File: src/rtl/lane_pkg.sv
// Shared constants and types for the lane distributor and lane serializer.
package lane_pkg;

    localparam int unsigned LANES  = 8;
    localparam int unsigned DATA_W = 32;
    localparam int unsigned IDX_W  = 3;

    typedef logic [IDX_W-1:0] lane_idx_t;

    typedef enum logic {
        IDLE = 1'b0,
        SEND = 1'b1
    } ser_state_t;

endpackage

File: src/rtl/next_lane_finder.sv
// Combinational priority encoder: lowest set mask bit strictly above idx_i,
// or the lowest set bit overall when from_start_i is high.
module next_lane_finder
    import lane_pkg::*;
(
    input  logic [LANES-1:0] mask_i,
    input  lane_idx_t        idx_i,
    input  logic             from_start_i,
    output lane_idx_t        next_idx_o,
    output logic             none_o
);

    // Scan downward so the lowest qualifying lane is the last one written.
    always_comb begin
        next_idx_o = '0;
        none_o     = 1'b1;
        for (int i = int'(LANES) - 1; i >= 0; i--) begin
            if (mask_i[i] && (from_start_i || (i > int'(idx_i)))) begin
                next_idx_o = lane_idx_t'(i);
                none_o     = 1'b0;
            end
        end
    end

endmodule

File: src/rtl/lane_serializer.sv
// Snapshots eight lane values and streams the enabled ones, in ascending
// lane order, onto a single valid/ready bus tagged with the lane index.
module lane_serializer
    import lane_pkg::*;
(
    input  logic              clk,
    input  logic              rst_n,
    input  logic              load,
    input  logic [LANES-1:0]  lane_en,
    input  logic [DATA_W-1:0] din0,
    input  logic [DATA_W-1:0] din1,
    input  logic [DATA_W-1:0] din2,
    input  logic [DATA_W-1:0] din3,
    input  logic [DATA_W-1:0] din4,
    input  logic [DATA_W-1:0] din5,
    input  logic [DATA_W-1:0] din6,
    input  logic [DATA_W-1:0] din7,
    output logic              busy,
    output logic [DATA_W-1:0] dout,
    output lane_idx_t         dout_idx,
    output logic              dout_valid,
    input  logic              dout_ready,
    output logic              done
);

    ser_state_t        state_q, state_d;
    logic [LANES-1:0]  mask_q,  mask_d;
    logic [DATA_W-1:0] bank_q [LANES];
    logic [DATA_W-1:0] bank_d [LANES];
    lane_idx_t         idx_q,   idx_d;
    logic [DATA_W-1:0] dout_q,  dout_d;
    logic              valid_q, valid_d;
    logic              busy_q,  busy_d;
    logic              done_q,  done_d;

    logic [DATA_W-1:0] din_a [LANES];
    logic [LANES-1:0]  fnd_mask;
    logic              fnd_from_start;
    lane_idx_t         fnd_next;
    logic              fnd_none;

    always_comb begin
        din_a[0] = din0;
        din_a[1] = din1;
        din_a[2] = din2;
        din_a[3] = din3;
        din_a[4] = din4;
        din_a[5] = din5;
        din_a[6] = din6;
        din_a[7] = din7;
    end

    // In IDLE the finder looks at the incoming mask for the first lane;
    // in SEND it walks the captured mask upward from the current lane.
    assign fnd_mask       = (state_q == IDLE) ? lane_en : mask_q;
    assign fnd_from_start = (state_q == IDLE);

    next_lane_finder u_finder (
        .mask_i       (fnd_mask),
        .idx_i        (idx_q),
        .from_start_i (fnd_from_start),
        .next_idx_o   (fnd_next),
        .none_o       (fnd_none)
    );

    always_ff @(posedge clk or negedge rst_n) begin
        if (!rst_n) begin
            state_q <= IDLE;
            mask_q  <= '0;
            bank_q  <= '{default: '0};
            idx_q   <= '0;
            dout_q  <= '0;
            valid_q <= 1'b0;
            busy_q  <= 1'b0;
            done_q  <= 1'b0;
        end else begin
            state_q <= state_d;
            mask_q  <= mask_d;
            bank_q  <= bank_d;
            idx_q   <= idx_d;
            dout_q  <= dout_d;
            valid_q <= valid_d;
            busy_q  <= busy_d;
            done_q  <= done_d;
        end
    end

    always_comb begin
        state_d = state_q;
        mask_d  = mask_q;
        bank_d  = bank_q;
        idx_d   = idx_q;
        dout_d  = dout_q;
        valid_d = valid_q;
        busy_d  = busy_q;
        done_d  = 1'b0;

        case (state_q)
            IDLE: begin
                if (load) begin
                    bank_d = din_a;
                    mask_d = lane_en;
                    if (!fnd_none) begin
                        state_d = SEND;
                        idx_d   = fnd_next;
                        dout_d  = din_a[fnd_next];
                        valid_d = 1'b1;
                        busy_d  = 1'b1;
                    end else begin
                        done_d = 1'b1;
                    end
                end
            end
            SEND: begin
                if (dout_ready) begin
                    if (fnd_none) begin
                        state_d = IDLE;
                        valid_d = 1'b0;
                        busy_d  = 1'b0;
                        done_d  = 1'b1;
                    end else begin
                        idx_d  = fnd_next;
                        dout_d = bank_q[fnd_next];
                    end
                end
            end
            default: state_d = IDLE;
        endcase
    end

    assign busy       = busy_q;
    assign dout       = dout_q;
    assign dout_idx   = idx_q;
    assign dout_valid = valid_q;
    assign done       = done_q;

endmodule

File: config.mk
export PLATFORM = sky130hd
export DESIGN_NAME = lane_serializer
export DESIGN_NICKNAME = d
export VERILOG_FILES = /design/src/rtl/lane_pkg.sv /design/src/rtl/next_lane_finder.sv /design/src/rtl/lane_serializer.sv
export SDC_FILE = /design/constraint.sdc
export NUM_CORES = 1
export LEC_CHECK = 0
export CAP_MARGIN = 20
export CORE_MARGIN = 8
export CORE_UTILIZATION = 52
export CTS_BUF_LIST = sky130_fd_sc_hd__clkbuf_16
export CTS_CLUSTER_DIAMETER = 100
export DETAILED_ROUTE_END_ITERATION = 10
export GPL_ROUTABILITY_DRIVEN = 0
export GPL_TIMING_DRIVEN = 0
export PLACE_DENSITY = 0.87
export SETUP_SLACK_MARGIN = 0.02
export SYNTH_ARGS = -nofsm -noshare
export SYNTH_HDL_FRONTEND = slang
export SYNTH_HIERARCHICAL = 1
export SYNTH_SLANG_ARGS = --single-unit
File: constraint.sdc
create_clock -name clk -period 4.5 [get_ports clk]
set_input_delay 0.45 -clock clk [delete_from_list [all_inputs] [get_ports clk]]
set_output_delay 0.45 -clock clk [all_outputs]
set_load 0.005 [all_outputs]
# After elaboration in Yosys (flattened, before gate mapping)
# Cells that the tools add are included.
dict set report classes {
  magnitude_cmp 8
  eq_ne 5
  muxes 45
  bitwise_logic 2
  reduce_logical 19
}
# cell count
set ops {}
lappend ops {{two-way mux 32 bit} 8}
lappend ops {{binary-select mux 32 bit (select 3 bit)} 2}
lappend ops {{one-hot mux 32 bit (2 select lines)} 1}
lappend ops {{two-way mux 3 bit} 11}
lappend ops {{two-way mux 1 bit} 18}
lappend ops {{> comparator 3 bit (first input constant)} 4}
lappend ops {{logical AND 1 bit} 8}
lappend ops {{two-way mux 8 bit} 1}
lappend ops {{inequality test 2 bit (second input constant)} 4}
lappend ops {{AND reduction 4 bit} 2}
lappend ops {{logical OR 1 bit} 7}
lappend ops {{> comparator 2 x 3 -> 1 bit (first input constant)} 2}
lappend ops {{one-hot mux 1 bit (2 select lines)} 3}
lappend ops {{one-hot mux 3 bit (2 select lines)} 1}
lappend ops {{>= comparator 4 bit (second input constant)} 1}
lappend ops {{inverter 3 -> 4 bit} 1}
lappend ops {{AND reduction 2 bit} 2}
lappend ops {{> comparator 1 x 3 -> 1 bit (first input constant)} 1}
lappend ops {{inequality test 2 x 1 -> 1 bit (second input constant)} 1}
lappend ops {{inverter 1 bit} 1}
dict set report word_totals {
  ff_bits 302
  input_bits 268
  wordCells 93
}

# Depth between registers and ports, before layout
# Gate-level depths: netlist of run 1.
dict set report depth {
  depth_word 18
  mapped_depth 15
  ltp_nobuf 10
}

# Modules after synthesis
# Netlist of run 1, hierarchy kept.
# mod instances cells_per_inst area_each_um2 seq_area_each_um2
set by_module_without_submodules {}
lappend by_module_without_submodules {lane_serializer 1 967 15102.0 7557.2}
lappend by_module_without_submodules {next_lane_finder 1 39 270.3 0.0}

# Worst setup path after synthesis of run 1
# OpenSTA, ideal clock, no wires.
dict set report synth_path {
  kind {reg-to-reg}
  from {reg state_q}
  to {reg dout_q[20] (netlist: dout[20])}
  setup_time_ns 0.131
  arrival_ns 3.456
  required_time_ns 4.369
  path_slack_ns 0.913
  path_stages_with_launch 15
  cell_sequence {dfrtp_1 -> buf_2 -> buf_2 -> buf_1 -> mux2_2 -> nand2b_1 -> a21oi_1 -> o22a_1 -> nor3_1 -> buf_4 -> buf_6 -> mux4_2 -> mux2_2 -> a22oi_1 -> nand3_1}
}
dict set report synth_via {
  elab_cells_between_ends 50
  classes_between {eq/ne: 4; mux: 28; bitwise: 2; reduce/logical: 16}
}
# element line
set synth_rtl {}
lappend synth_rtl {{from (decl)} lane_serializer.sv:26} ;# ser_state_t state_q, state_d;
lappend synth_rtl {{from (signal assigned)} lane_serializer.sv:77} ;# state_q <= state_d;
lappend synth_rtl {{two-way mux 8 bit *} lane_serializer.sv:55} ;# assign fnd_mask = (state_q == IDLE) ? lane_en : mask_q;
lappend synth_rtl {{net fnd_mask[3]} lane_serializer.sv:37} ;# logic [LANES-1:0] fnd_mask;
lappend synth_rtl {{logical AND 1 bit *} next_lane_finder.sv:18} ;# if (mask_i[i] && (from_start_i || (i > int'(idx_i)))) begin
lappend synth_rtl {{two-way mux 3 bit * (4 in a row)} next_lane_finder.sv:18}
lappend synth_rtl {{net fnd_next[2]} lane_serializer.sv:39} ;# lane_idx_t fnd_next;
lappend synth_rtl {{inverter 3 -> 4 bit (implied by the code) *} {lane_serializer.sv:106, lane_serializer.sv:123}}
lappend synth_rtl {{binary-select mux 32 bit (select 3 bit) (on tied branches)} {lane_serializer.sv:123, lane_serializer.sv:106}}
lappend synth_rtl {{two-way mux 32 bit (on tied branches) (2 in a row)} {lane_serializer.sv:123, lane_serializer.sv:106}}
lappend synth_rtl {{two-way mux 32 bit (on tied branches)} {lane_serializer.sv:116, lane_serializer.sv:103}}
lappend synth_rtl {{two-way mux 32 bit (on tied branches)} {lane_serializer.sv:115, lane_serializer.sv:100}}
lappend synth_rtl {{one-hot mux 32 bit (2 select lines) *} lane_serializer.sv:98} ;# case (state_q)
lappend synth_rtl {{to (signal assigned)} lane_serializer.sv:81} ;# dout_q <= dout_d;
lappend synth_rtl {{to (decl)} lane_serializer.sv:31} ;# logic [DATA_W-1:0] dout_q, dout_d;
# The timed path passes the listed nets; every way through them passes the cells marked *. The select of a mux whose other input is x is not followed.
# A chain may end at the register's enable or synchronous reset.

# Worst setup path in the final report of run 1
dict set report layout_path {
  from {reg state_q}
  to {reg dout_q[9] (netlist: dout[9])}
}
# Same word-level chain as after synthesis.

==> summary by stage, run 1 <==
Outcome
The run finished with clean final reports.

Place
The HPWL reported at the end of detailed placement is approximately 35 mm. Port buffering added 305 buffers. At the placement stage, the worst setup path has a slack of -0.624 ns.

Routing
Dividing the detail-routed wire length by the instance count gives 27.2 µm. The first TritonRoute pass finished after 5 iterations. For this block, the routed nets add up to 47.9 mm of wire. The detailed-route via count is 10.8k. The per-cell via count in the routed design is between 6 and 7. The first routing iteration left 746 violations.

The post-detailed-route count of antenna-violating nets is 0. For this run, design rule violations remaining after detail routing come to 0.

Finish
The post-route netlist has 20.8% of its cells at a drive strength greater than 1. The register cell area after layout is 0.00756 mm². In the final layout, the multi-input gates occupy about 0.0074 mm². The core occupancy in the finished layout is between 60% and 70%. The final net count is 1617. Relative to the synthesized area, the layout overhead comes to 30.0%. The layout filler cell count is approximately 2.0k.

STA
The final hold violation count is 0. The slack of the critical path is 0.285 ns. Hold timing on the final database bottoms out at a slack of a little under 0.5 ns. Dividing the final minimum period by the clock period gives 93.7%. Setup repair after global routing left no endpoint under its margin.

The count of final max-slew check failures was 0. The time the worst path needs with I/O delays and setup is approximately 4.2 ns. The number of endpoints failing setup at the final stage is 0. On the final layout, the worst clock skew is 0.00983 ns.

The transition time at the pin with the least slew margin is 0.954 ns. The maximum clock rate is roughly 0.24 GHz. The worst slew slack as a fraction of its limit is 36.4%.

Logic synthesis
The sequential fraction of the synthesis area is approximately half. The number of warnings reported in the yosys synthesis log is 6. The netlist uses 39 different library cells. The number of storage elements in the synthesis netlist is 302. After synthesis the cells add up to roughly 0.015 mm². The cell count after synthesis is roughly 1k. When the netlist entered floorplanning its net count stood at 1276.

Dividing the synthesized area by the synthesized cell count gives ~15 µm².

Critical path
Walking the worst path, the cells encountered are buf_2, clkbuf_4, buf_2, mux2_2, nand2b_1, a21oi_1, o22a_1, nor3_4, buf_6, buf_6, clkbuf_4, buf_2, mux4_2, nand3_1, nand3_1. STA classifies the critical path endpoint as a flop. In this design, the stage delay of the slowest critical-path cell is 0.41 ns. The critical path contains buffers and inverters numbering 7 combined. STA puts the critical path data required time at 4.93 ns. The cell occurring most often along the worst timing path is sky130_fd_sc_hd__buf_2.

By startpoint and endpoint, the worst setup path is classified as flop to flop. The maximum net fanout on the critical path is 10. Data on the critical path arrives at its endpoint at 4.64 ns.

The critical path's slowest cell is sky130_fd_sc_hd__mux2_2. The kind of launch point of the worst setup path is a flop. In this design, the largest share of critical-path delay is due to buffers and inverters.

Power and ir drop
The share of total power dissipated in the clock network is about an eighth. The internal power consumption is between 10 and 15 mW. Combinational logic is responsible for around three fifths of the overall power. The net switching fraction of the power is 38.0%. For this design the ratio of total power to cell area is about 940 mW/mm². IR analysis of the VDD net gives a maximum drop of 0.000434 V. The static leakage is between 8 and 9 nW. The net load switching power is 7.15 mW. The fraction of power consumed by sequential logic is 25.9%.

Global routing
The via count of the first global-routing pass is between 10k and 15k. The largest net degree at the start of global routing is between 100 and 150. After global routing the overflow that remains totals 0.

The aggregate global-route resource usage is a little over a quarter. The global-route wire length before repair is 73.0 mm. The initial antenna violation count came to 9.

Floorplanning
The die is 188 µm wide. The number of rows created at floorplan is 63. During I/O placement, the number of pins put on the boundary was slightly above 300. The core outline area is 0.0294 mm². The effective utilization at floorplan is 52.3%. The height of the die is approximately 190 µm. The full die area is 0.0353 mm².

Clocking
The number of setup buffers added after CTS is 0. TritonCTS built the clock tree. The H-tree depth is 1. In this run, CTS created clock tree buffers numbering 31. The clock latency on the worst-skew pair is 0.56 ns.

Clock-pin slew was measured on the worst setup and hold paths at approximately 0.060 ns. The master cell of the clock root buffer is sky130_fd_sc_hd__clkbuf_16. No sink is reached through more buffers than the 3 on the longest clock path. The tree built by TritonCTS fans out to 302 sinks.

Flow run
The number of violations of the max-capacitance limit is 0.

Worst hold path
The type of the worst min-delay path is flop to flop.
-- logic make-up after synthesis --
group                    Yosys count  share of synthesized area (%)
flip-flops                       302                           49.2
AO/OA/AOI/OAI                     50                           2.32
AND/OR/NAND/NOR                  129                           4.15
adder cells (fa/ha/maj)            2                          0.163
multiplexers                     437                           41.4
buffers and inverters             86                           2.83
-- worst register-to-register path, delay by kind of cell, from the launching register on --
kind / cells / cell delay, ns
muxes: 2 / 0.78
buffers and inverters: 7 / 2.03
and+or+nand+nor: 4 / 0.62
AOI/OAI and AO/OA: 2 / 0.31
DFF: 1 / 0.34
-- power by group through the flow --
stage          Sequential (mW)  Combinational [mW]  Clock, mW
5_1_grt                   5.01                12.3       2.61
3_3_place_gp              4.79                11.2          0
2_1_floorplan             4.63                8.35          0
3_5_place_dp              4.88                11.4          0
6_report                  4.86                11.5       2.47
4_1_cts                   4.84                11.6       2.50
-- path summary, 6_finish.rpt --
path	startpoint	endpoint	slack (ns)	depth (start not counted)
max	state_q	dout[9]	0.29	15
min reg2reg	bank_q[200]	bank_q[200]	0.49	1
max in group asynchronous	rst_n	bank_q[200]	2.50	4
min in group asynchronous	rst_n	bank_q[185]	0.53	2
min	bank_q[200]	bank_q[200]	0.49	1
max reg2reg	state_q	dout[9]	0.29	15
-- what timing repair did --
| item | 4_1_cts | 5_1_grt |
|---|---|---|
| setup endpoints to repair | 33 | 31 |
| hold buffers | 1 | 0 |
| hold endpoints to repair | 98 | 0 |
| resized for setup | 6 | 13 |
-- placed cells by master (no fill, tap or decap), types with 2 or more instances in the layout --
cell | synthesis | layout
sky130_fd_sc_hd__nand2_1 | 40 | 40
sky130_fd_sc_hd__clkbuf_2 | 0 | 4
sky130_fd_sc_hd__dfrtp_1 | 302 | 302
sky130_fd_sc_hd__a22oi_1 | 32 | 32
sky130_fd_sc_hd__buf_4 | 5 | 7
sky130_fd_sc_hd__diode_2 | 0 | 4
sky130_fd_sc_hd__buf_16 | 0 | 2
sky130_fd_sc_hd__nand3_1 | 62 | 62
sky130_fd_sc_hd__inv_1 | 1 | 10
sky130_fd_sc_hd__clkinv_1 | 1 | 8
sky130_fd_sc_hd__mux2_2 | 47 | 47
sky130_fd_sc_hd__o21ai_0 | 5 | 5
sky130_fd_sc_hd__clkinv_2 | 0 | 4
sky130_fd_sc_hd__nor3b_2 | 2 | 2
sky130_fd_sc_hd__nand4_1 | 2 | 2
sky130_fd_sc_hd__mux2_1 | 260 | 260
sky130_fd_sc_hd__clkbuf_1 | 27 | 23
sky130_fd_sc_hd__a21oi_1 | 5 | 5
sky130_fd_sc_hd__nor4_1 | 2 | 2
sky130_fd_sc_hd__clkbuf_16 | 0 | 31
sky130_fd_sc_hd__nor2_1 | 5 | 5
sky130_fd_sc_hd__nand2b_1 | 3 | 3
sky130_fd_sc_hd__o22a_1 | 2 | 2
sky130_fd_sc_hd__clkbuf_4 | 0 | 3
sky130_fd_sc_hd__buf_2 | 45 | 40
sky130_fd_sc_hd__bufinv_16 | 0 | 3
sky130_fd_sc_hd__mux2i_1 | 2 | 2
sky130_fd_sc_hd__nor2b_1 | 4 | 4
sky130_fd_sc_hd__nor3_1 | 3 | 2
sky130_fd_sc_hd__clkdlybuf4s50_1 | 0 | 304
sky130_fd_sc_hd__buf_6 | 5 | 6
sky130_fd_sc_hd__ha_1 | 2 | 2
sky130_fd_sc_hd__mux4_2 | 128 | 128
-- state kept, by name (all words and copies together) (netlist names) --
signal,flops
busy,1
dout,32
mask_q,8
dout_idx,3
bank_q,256
done,1
state_q,1
-- metal layers --
metal / GRT usage (%) / vias to the layer above / wire length (µm)
li1: - / 4545 / -
met1: 32.7 / 5682 / 18500
met2: 45.5 / 466 / 23900
met3: 7.06 / 115 / 3710
met4: 10.2 / 10 / 1700
met5: 0 / - / 49
-- cell type report --
cell class	instances	share of cell area [%]
Sequential cell	302	37.8
Tap cell	390	2.44
Clock buffer	31	3.88
Buffer	83	2.25
Clock inverter	24	0.895
Antenna cell	4	0.0501
Multi-Input combinational cell	618	37.0
Timing Repair Buffer	308	15.6
Inverter	3	0.0563
-- Yosys cell counts, drive strengths merged --
cell | count | area (µm²)
nand4b | 1 | 8.76
and2b | 1 | 7.51
nand2 | 40 | 150
mux2i | 2 | 20.0
mux2 | 307 | 3460
inv | 2 | 7.50
nand4 | 2 | 12.5
nor2 | 5 | 18.8
o211ai | 1 | 7.51
o22a | 3 | 27.5
o22ai | 2 | 18.8
nor4 | 2 | 12.5
or2 | 2 | 12.5
nor3b | 2 | 25.0
clkbuf | 27 | 101
nor3 | 3 | 15.0
nand2b | 3 | 18.8
ha | 2 | 25.0
o21a | 1 | 7.51
dfrtp | 302 | 7560
clkinv | 1 | 3.75
o21ai | 6 | 30.0
nor2b | 5 | 38.8
a21oi | 5 | 25.0
mux4 | 128 | 2880
a22oi | 32 | 240
nand3 | 62 | 310
buf | 56 | 323
nand3b | 1 | 7.51
-- stage by stage --
stage,instance area (µm²),total power [mW],setup TNS [ns],cells
after floorplan,15400,13.0,0,1006
after global placement,18900,15.9,-3042.99,1701
after detailed placement,19000,16.3,-18.80,1703
after CTS,20000,18.9,0,1759
after global routing,20000,19.9,0,1763
final,20000,18.8,0,1763
Note: power is estimated with default switching activity, not from simulation.
==> run 2: changes to the inputs <==
--- a/config.mk
+++ b/config.mk
@@ -7,13 +7,13 @@
 export LEC_CHECK = 0
 export CAP_MARGIN = 20
 export CORE_MARGIN = 8
-export CORE_UTILIZATION = 52
+export CORE_UTILIZATION = 40
 export CTS_BUF_LIST = sky130_fd_sc_hd__clkbuf_16
 export CTS_CLUSTER_DIAMETER = 100
 export DETAILED_ROUTE_END_ITERATION = 10
 export GPL_ROUTABILITY_DRIVEN = 0
 export GPL_TIMING_DRIVEN = 0
-export PLACE_DENSITY = 0.87
+export PLACE_DENSITY = 0.72
 export SETUP_SLACK_MARGIN = 0.02
 export SYNTH_ARGS = -nofsm -noshare
 export SYNTH_HDL_FRONTEND = slang
==> run 2 against run 1 <==
Against the previous run: the run now ends with negative hold slack left; count of clock-buffer cells in the layout is 6 higher; clock skew is 0.012 ns higher; worst hold slack worse by 0.50 ns; routed wire length is 5.5% higher; die area is 27% higher; final cell count is 7.3% higher; largest power group unchanged.
==> summary by stage, run 2 (synthesis results as in run 1) <==
Outcome
The run finished, with violations left. The checks that failed: negative hold slack.

Clocking
Post-CTS timing repair inserted 0 buffers for setup. TritonCTS built the clock tree. The clock latency on the worst-skew pair is around 0.52 ns. After clock tree synthesis, the clock-pin slew on the worst setup and hold paths is 0.06 ns.

The maximum count of clock buffers along a single path is 3. Buffers inserted to repair hold after CTS numbered 0. Counting every sink on the clock net gives 302.

After clock tree synthesis, the repair step resized 11 gates. In this run the clock root is driven by a sky130_fd_sc_hd__clkbuf_16. In this run, CTS created clock tree buffers numbering 35.

The H-tree generated during clock tree synthesis spans 2 levels.

Global routing
The via count of the first global-routing pass is 11.7k. The initial antenna violation count came to 9. The aggregate global-route resource usage is between 20 and 25%. Entering global routing, the biggest net connects 118 pins. The aggregate global routing overflow is 0. The first global-routing pass estimated 75.4 mm of wire.

STA
Setup repair after global routing left no endpoint under its margin. The worst path needs 4.24 ns of the cycle, external delays included. The fraction of the cycle the final worst path needs is 94.1%. The count of final max-slew check failures is 0.

Setup violations remaining at the end of the flow were counted as 0. The maximum clock rate is 0.236 GHz. In the post-route analysis, the smallest setup slack over all paths is 0.264 ns. For the pin with the worst max-slew slack, the measured transition is 1.14 ns. On the final layout, the worst hold slack is -0.0122 ns. The worst slew slack as a fraction of its limit is between 20% and 30%. The clock skew is roughly 0.022 ns. The final hold violation count is 6.

Critical path
For this design, the slowest cell found on the critical path is sky130_fd_sc_hd__clkbuf_1. In this design, the stage delay of the slowest critical-path cell is 0.67 ns. In this run the worst path has a maximum fanout of 10. The kind of cell adding the most delay to the critical path is buffers and inverters. The worst setup path is of the flop to flop kind. STA classifies the critical path startpoint as a flop. The kind of capture point of the worst setup path is a flop.

The arrival time reported for the critical path endpoint is 4.67 ns. For the worst setup path, the data required time is 4.94 ns. Together, buffers and inverters on the worst path number 5.

The critical path goes through buf_2, clkbuf_4, buf_2, mux2_2, nor3b_2, o22ai_2, nor2b_4, nor3b_2, ha_1, or2_2, or2_1, clkbuf_1, clkbuf_1, nand2_1, nand3_1.

Power and ir drop
Total power for the finished layout comes to 19.2 mW. VDD sags by at most 0.000446 V. For this design the static power due to leakage is between 8 and 9 nW. For this design the ratio of total power to cell area is 948 mW/mm².

Floorplanning
The core outline area is around 0.038 mm². The count of pins on the block boundary is about 310. The full die area is 0.0450 mm². In this run the vertical extent of the chip is 212 µm. The floorplan die width is 212 µm.

The number of rows created at floorplan is about 70. The effective utilization at floorplan is 40.2%.

Finish
In the layout the commonest cells are 304 x sky130_fd_sc_hd__clkdlybuf4s50_1, 302 x sky130_fd_sc_hd__dfrtp_1, 260 x sky130_fd_sc_hd__mux2_1. The filler cells instantiated in the layout total 3231. The register with the most flip-flops in the layout has ~260 of them.

For this run, the share of the core covered by cells in the final layout is 52.9%. The layout overhead on the synthesized area is 31.7%. Summing all non-filler instances in the final layout gives an area of 0.0202 mm². After the last flow step, the layout net total stands at between 1.5k and 2k. The share of post-route cells with drive strength above 1 is 21.5%. Ranked by flip-flop count, first place goes to bank_q. The most common cell after layout, fill and taps aside is sky130_fd_sc_hd__clkdlybuf4s50_1.

Routing
The detail route stage leaves a number of antenna-violating nets equal to 0. The routed wire length is 50.6 mm. The routed wirelength normalized by instance count is 26.7 µm. The per-cell via count in the routed design is 5.59. The DRC marker count from the first detailed-route iteration is 560. The detailed-route DRC error count is 0.

The detailed-route via count is around 11k. The detailed-router iteration count before antenna repair is 7.

Place
The HPWL reported at the end of detailed placement is roughly 37 mm. Timing analysis after detailed placement gives a worst setup slack of -0.529 ns. The placed instances occupy a cell area of around 0.019 mm². Input and output buffers added on the ports amount to 305.

Flow run
The number of violations of the max-capacitance limit is 0.

Worst hold path
The type of the worst min-delay path is input pin to asynchronous set/reset pin.
[run 2: changes by cell type in the layout (fill, tap and decap cells not counted), sizes merged]
cell	change
buf	+2
bufinv	-2
clkbuf	+5
clkinv	+4
diode	-2
dlygate4sd3	-1
inv	-5
[run 2: per-stage QoR]
step,TNS [ns],std cells
floorplan,0,1006
global placement,-3108.68,1829
detailed placement,-15.52,1832
global route,0,1891
finish,0,1892
CTS,0,1889
[run 2: path summary, 6_finish.rpt]
path / from / to / slack (ns) / cells past startpoint
setup / recovery: state_q / dout[19] / 0.26 / 15
hold / removal: rst_n / bank_q[252] / -0.01 / 1
setup reg to reg: state_q / dout[19] / 0.26 / 15
hold reg to reg: bank_q[167] / bank_q[167] / 0.48 / 1
max in group asynchronous: rst_n / bank_q[129] / 3.38 / 2
min in group clk: bank_q[167] / bank_q[167] / 0.48 / 1
[run 2: routing by layer]
layer | vias up | part of all wire (%) | global-route usage [%]
li1 | 4540 | - | -
met1 | 5618 | 43 | 29.7
met2 | 336 | 49 | 37.6
met3 | 76 | 6.1 | 5.35
met4 | 14 | 1.6 | 4.51
met5 | - | 0.18 | 0
[run 2: area by class of cell]
class | instances | area (µm²) | area share [%]
Antenna cell | 2 | 5.00 | 0.0247
Buffer | 82 | 455 | 2.25
Clock buffer | 37 | 926 | 4.57
Clock inverter | 21 | 111 | 0.550
Inverter | 3 | 11.3 | 0.0556
Multi-Input combinational cell | 618 | 7400 | 36.5
Sequential cell | 302 | 7560 | 37.3
Tap cell | 518 | 648 | 3.20
Timing Repair Buffer | 309 | 3130 | 15.5
[run 2: worst register-to-register path, cell delays in order, from the launching register on]
cell and delay (ns):
sky130_fd_sc_hd__dfrtp_1 0.34, sky130_fd_sc_hd__buf_2 0.30, sky130_fd_sc_hd__clkbuf_4 0.33, sky130_fd_sc_hd__buf_2 0.29, sky130_fd_sc_hd__mux2_2 0.42, sky130_fd_sc_hd__nor3b_2 0.17
sky130_fd_sc_hd__o22ai_2 0.12, sky130_fd_sc_hd__nor2b_4 0.20, sky130_fd_sc_hd__nor3b_2 0.33, sky130_fd_sc_hd__ha_1 0.20, sky130_fd_sc_hd__or2_2 0.14, sky130_fd_sc_hd__or2_1 0.10
sky130_fd_sc_hd__clkbuf_1 0.28, sky130_fd_sc_hd__clkbuf_1 0.67, sky130_fd_sc_hd__nand2_1 0.16, sky130_fd_sc_hd__nand3_1 0.11
[run 2: power breakdown]
| part | switching, mW | internal [mW] | total (mW) |
|---|---|---|---|
| Sequential | 0.687 | 4.14 | 4.82 |
| Clock | 1.11 | 1.53 | 2.63 |
| Combinational | 5.57 | 6.17 | 11.7 |
| Total | 7.36 | 11.8 | 19.2 |
